$ cat src/rtl/ca_rule_scheduler.sv
// Frame sequencer for the 1-D cellular-automaton VGA datapath: picks the rule/colour
// band per cell row, controls seed/run/pause/step evolution and commits table writes in vblank.
module ca_rule_scheduler #(
   parameter int NUM_RULES = 16,
   parameter int CELL_LOG2 = 2,
   parameter int BAND_LOG2 = 3,
   parameter int GRID_ROWS = 120
) (
   input  logic                         clk,
   input  logic                         reset,
   input  logic                         line_strobe,
   input  logic [9:0]                   line_idx,
   input  logic                         vblank_strobe,
   input  logic                         run_en,
   input  logic                         step_req,
   input  logic                         reseed_req,
   input  logic                         cfg_valid,
   output logic                         cfg_ready,
   input  logic [$clog2(NUM_RULES)-1:0] cfg_addr,
   input  logic [7:0]                   cfg_rule,
   input  logic [5:0]                   cfg_color,
   output logic [7:0]                   rule,
   output logic [5:0]                   rule_color,
   output logic                         seed_load,
   output logic                         advance_en,
   output logic [$clog2(NUM_RULES)-1:0] band_idx,
   output logic [15:0]                  frame_count
);

   localparam int IDX_W    = $clog2(NUM_RULES);
   localparam int BASE_MOD = NUM_RULES << BAND_LOG2;
   localparam int BASE_W   = $clog2(BASE_MOD);
   localparam logic [9:0] LINE_LIMIT = 10'(GRID_ROWS << CELL_LOG2);
   localparam logic [7:0] RULE_EVEN  = 8'd30;
   localparam logic [7:0] RULE_ODD   = 8'd110;
   localparam logic [5:0] COLOR_EVEN = 6'b001011;
   localparam logic [5:0] COLOR_ODD  = 6'b101100;

   typedef enum logic [1:0] {
      SEED  = 2'd0,
      RUN   = 2'd1,
      PAUSE = 2'd2,
      STEP  = 2'd3
   } state_t;

   state_t              state_r;
   state_t              state_nxt_s;
   logic                step_flag_r;
   logic                reseed_flag_r;
   logic [BASE_W-1:0]   base_row_r;
   logic [10:0]         row_sum_s;
   logic [IDX_W-1:0]    band_s;
   logic                line_hit_s;

   logic [7:0] act_rule_r  [NUM_RULES];
   logic [5:0] act_color_r [NUM_RULES];
   logic [7:0] shd_rule_r  [NUM_RULES];
   logic [5:0] shd_color_r [NUM_RULES];

   assign cfg_ready = ~vblank_strobe;

   // Next-state selection; only consulted on vblank_strobe, reseed overrides everything
   always_comb begin
      state_nxt_s = state_r;
      if (reseed_flag_r) begin
         state_nxt_s = SEED;
      end else begin
         case (state_r)
            SEED:    state_nxt_s = run_en ? RUN : PAUSE;
            RUN:     state_nxt_s = run_en ? RUN : PAUSE;
            PAUSE: begin
               if (run_en) begin
                  state_nxt_s = RUN;
               end else if (step_flag_r) begin
                  state_nxt_s = STEP;
               end else begin
                  state_nxt_s = PAUSE;
               end
            end
            STEP:    state_nxt_s = PAUSE;
            default: state_nxt_s = SEED;
         endcase
      end
   end

   // Band lookup for the cell row starting on this line
   always_comb begin
      row_sum_s  = 11'(base_row_r) + 11'(line_idx >> CELL_LOG2);
      band_s     = IDX_W'(row_sum_s >> BAND_LOG2);
      line_hit_s = line_strobe && !vblank_strobe &&
                   (line_idx[CELL_LOG2-1:0] == '0) && (line_idx < LINE_LIMIT);
   end

   // State, evolution outputs, frame counter and sticky request flags
   always_ff @(posedge clk) begin
      if (reset) begin
         state_r       <= SEED;
         seed_load     <= 1'b1;
         advance_en    <= 1'b0;
         frame_count   <= 16'd0;
         base_row_r    <= '0;
         step_flag_r   <= 1'b0;
         reseed_flag_r <= 1'b0;
      end else begin
         if (vblank_strobe) begin
            state_r    <= state_nxt_s;
            seed_load  <= (state_nxt_s == SEED);
            advance_en <= (state_nxt_s == RUN) || (state_nxt_s == STEP);
            if (advance_en) begin
               frame_count <= frame_count + 16'd1;
               base_row_r  <= (base_row_r == BASE_W'(BASE_MOD - 1)) ? '0 : base_row_r + 1'b1;
            end
            if ((state_r == PAUSE) || reseed_flag_r) begin
               step_flag_r <= 1'b0;
            end
            reseed_flag_r <= 1'b0;
         end
         // A new request in the same cycle as a consuming vblank stays latched for the next frame
         if (step_req && ((state_r == PAUSE) || (state_r == SEED))) begin
            step_flag_r <= 1'b1;
         end
         if (reseed_req) begin
            reseed_flag_r <= 1'b1;
         end
      end
   end

   // Shadow table takes writes; active table is refreshed wholesale in vblank
   always_ff @(posedge clk) begin
      if (reset) begin
         for (int i = 0; i < NUM_RULES; i++) begin
            act_rule_r[i]  <= (i % 2 == 1) ? RULE_ODD : RULE_EVEN;
            act_color_r[i] <= (i % 2 == 1) ? COLOR_ODD : COLOR_EVEN;
            shd_rule_r[i]  <= (i % 2 == 1) ? RULE_ODD : RULE_EVEN;
            shd_color_r[i] <= (i % 2 == 1) ? COLOR_ODD : COLOR_EVEN;
         end
      end else begin
         if (vblank_strobe) begin
            for (int i = 0; i < NUM_RULES; i++) begin
               act_rule_r[i]  <= shd_rule_r[i];
               act_color_r[i] <= shd_color_r[i];
            end
         end
         if (cfg_valid && cfg_ready) begin
            shd_rule_r[cfg_addr]  <= cfg_rule;
            shd_color_r[cfg_addr] <= cfg_color;
         end
      end
   end

   // Per-row rule/colour outputs, updated one cycle after a qualifying line strobe
   always_ff @(posedge clk) begin
      if (reset) begin
         band_idx   <= '0;
         rule       <= RULE_EVEN;
         rule_color <= COLOR_EVEN;
      end else if (line_hit_s) begin
         band_idx   <= band_s;
         rule       <= act_rule_r[band_s];
         rule_color <= act_color_r[band_s];
      end
   end

endmodule

$ cat config.mk
export PLATFORM = sky130hd
export DESIGN_NAME = ca_rule_scheduler
export DESIGN_NICKNAME = d
export VERILOG_FILES = /design/src/rtl/ca_rule_scheduler.sv
export SDC_FILE = /design/constraint.sdc
export NUM_CORES = 1
export LEC_CHECK = 0
export CORE_MARGIN = 8
export CORE_UTILIZATION = 45
export CTS_CLUSTER_SIZE = 8
export DETAILED_ROUTE_END_ITERATION = 8
export GPL_ROUTABILITY_DRIVEN = 1
export GPL_TIMING_DRIVEN = 0
export PLACE_DENSITY = 0.73
export REMOVE_ABC_BUFFERS = 1
export SYNTH_ARGS = -nofsm -noshare
export SYNTH_HDL_FRONTEND = slang
export SYNTH_SLANG_ARGS = --single-unit
$ cat constraint.sdc
create_clock -name clk -period 9.57 [get_ports clk]
set_clock_uncertainty 0.2 [all_clocks]
set_input_delay 0.957 -clock clk [delete_from_list [all_inputs] [get_ports clk]]
set_output_delay 0.957 -clock clk [all_outputs]
set_load 0.01 [all_outputs]
==> metrics.yaml <==
dp_hpwl_mm: 28.2
die_y_um: 232
r2r-end: "rule[1]"
num-fill-cells: 3743
hold_viol: 0
antenna_found_initial: 1
hp-class: "flop to flop"
rows: 79
synth_edf_count: 448
grt_start_max_net_pins: 116
cts_hold_buf: 0
power_density_mw_per_mm2: 209
startpoint: "vblank_strobe"
crit_cells: 6
rsz0062_at_grt: "no"
initial_core_util_pct: 45.4
worst-path-buf-inv: 1
tightestPinTransition_ps: 1410
clk_pin_slew_ps: 50
routedWlPerCell_um: 20.9
firstDrtPassIters: 5
period_needed_ps: 5100
synth_area_mm2: 0.0210
start_kind: "primary input"
final.setup.tns_ps: 0
timing.fmax_mhz: 196
p_leak_uw: 0.00825
seq_area_frac_synth_pct: 68.5
finalSetupViolations: 0
async_flop_share_pct: 0
portBuffers: 72
fp.dieArea_mm2: 0.0538
timing.slew.headroom_pct: 5.52
cp_max_fo: 26
crit_type: "primary input to flop"
period_share_pct: 53.3
num_io_pins: 73
wl_mm: 47.5
grt.total_usage_pct: 17.3
ys_ff_latch: 495
seq_area_mm2: 0.0144
num_antenna_cells: 0
grt_overflow: 0
status: "complete, no violations"
multiInputGateArea_mm2: 0.00610
synth.distinct_cells: 58
utilization_pct: 52.4
post_cts_buffers: 0
drtIter0Drc: 1192
cts_buffers: 71
dpl-instance-area_mm2: 0.0222
htree_levels: 3
coreArea_mm2: 0.0463
vias_per_cell: 5.66
cts_tree: "yes"
crit_chain: "clkdlybuf4s50_1 > nor2_1 > and2_1 > nand3_1 > nor3_1 > or2_2"
dp_cells: 2156
finalInstanceArea_mm2: 0.0242
die_x_um: 232
ctsLongestPathBuffers: 3
endpoint: "shd_rule_r[3][2]"
grt_pass1_vias: 12800
nNetsFinal: 1665
root_buffer: "clkbuf_16"
synth.avg_cell_area_um2: 13.2
globalplace.congestion: 0.852
detail-route-antenna-nets: 0
cts.sinks: 495
critPathCaptureType: "flop"
fin_cells: 2271
cap_violations: 0
cp.arrival_ps: 5100
holdPathStages: 2
synth-main-ff-cell: "edfxtp_1"
cts-resized-gates: 0
synthToLayoutAreaGrowth_pct: 15.4
cpPeakStageDelay_ps: 1420
worstSkewPairLatency_ps: 570
ys.warnings.count: 0
drc: 0
cp_top_family: "simple AND/OR/NAND/NOR gates"
syn_inst: 1590
reg2reg_depth: 8
grt_pass1_wl_mm: 71.9
vias: 12900
rr_startpoint: "base_row_r[1]"
total_power_uw: 5060
ir_drop_uv: 120
drive_gt1_share_pct: 12.3
reg2reg_setup_slack_ps: 5550
cp.required_ps: 9580
drv_slew: 0
slowest_stage: "nor3_1"
==> tightest hold or removal path: stages (launching register included) <==
cell and delay [ps]:
dfxtp_1 330, a21oi_1 60, o31ai_1 50
==> worst min path at each step <==
stage / from / end / slack [ps]
floorplan: step_flag_r / step_flag_r / 260
global placement: rule[2] / rule[2] / 260
detailed placement: rule[2] / rule[2] / 260
CTS: rule[2] / rule[2] / 270
global route: shd_color_r[12][0] / act_color_r[12][0] / 290
finish: rule[3] / rule[3] / 280
==> layer usage <==
| metal | GRT usage (%) | vias up | part of all wire, % |
|---|---|---|---|
| met3 | 3.99 | 132 | 7.9 |
| li1 | - | 5918 | - |
| met1 | 21.5 | 6292 | 40 |
| met4 | 7.48 | 2 | 3.4 |
| met5 | 0 | - | 0.027 |
| met2 | 28.9 | 521 | 48 |
==> area by class of cell <==
cell class	count	area share, %
clock buffer	112	8.14
clock inverter	3	0.170
sequential	495	59.4
tap	607	3.13
timing repair buffer	84	3.89
multi-input combinational	964	25.2
inverter	6	0.129
==> registers in the layout, summed over array words and instances (netlist names) <==
| name | count |
|---|---|
| act_color_r | 96 |
| act_rule_r | 128 |
| advance_en | 1 |
| band_idx | 4 |
| base_row_r | 7 |
| frame_count | 16 |
| reseed_flag_r | 1 |
| rule | 8 |
| rule_color | 6 |
| seed_load | 1 |
| shd_color_r | 96 |
| shd_rule_r | 128 |
| state_r | 2 |
| step_flag_r | 1 |
==> metrics by stage <==
step / setup slack, ps / hold WS [ps]
2_1_floorplan: 3480 / 255
3_3_place_gp: -4640 / 258
3_5_place_dp: 3930 / 260
4_1_cts: 4500 / 271
5_1_grt: 4240 / 292
6_report: 4470 / 276
==> Yosys cell counts (all sizes together) (12+ instances only) <==
library cell	count	area [um2]
a211oi	42	315
nor2	51	199
o31ai	13	97.6
nor2b	43	269
a21oi	39	206
xnor2	12	113
clkbuf	100	378
nand4	15	93.8
edfxtp	448	13500
xor2	12	105
nand2	90	345
a31oi	22	138
or2	82	513
and2	140	878
or3	146	913
nand3	46	230
a311oi	14	123
nand2b	37	231
o21ai	30	154
dfxtp	47	941
and3	69	432
mux4	12	278
buf	25	156
==> cell families after synthesis <==
logic type	after synthesis	synth area share, %
compound gates	185	5.88
xor+xnor	24	1.04
fa+ha+maj	7	0.417
buf+inv	131	2.65
flops	495	68.5
mux	12	1.32
simple gates	736	20.1
==> layout by cell type, fill, tap and decap left out, drive strengths merged, types with 3 or more instances in the layout <==
cell type      instances
a211oi                42
a21o                   4
a21oi                 39
a311oi                14
a31oi                 22
and2                 140
and3                  69
buf                   13
clkbuf               112
clkdlybuf4s50         71
clkinv                 3
dfxtp                 47
edfxtp               448
ha                     7
inv                    6
mux4                  12
nand2                 90
nand2b                37
nand3                 46
nand3b                 7
nand4                 15
nor2                  51
nor2b                 43
nor3                   7
o211ai                 6
o21ai                 30
o31ai                 13
or2                   82
or3                  146
xnor2                 12
xor2                  12
==> power by group <==
group	total, uW	internal [uW]	switching (uW)
Combinational	279	94.2	185
Clock	2270	1400	868
Sequential	2510	2490	28.8
Total	5060	3980	1080
Note: power is estimated with default switching activity, not from simulation.
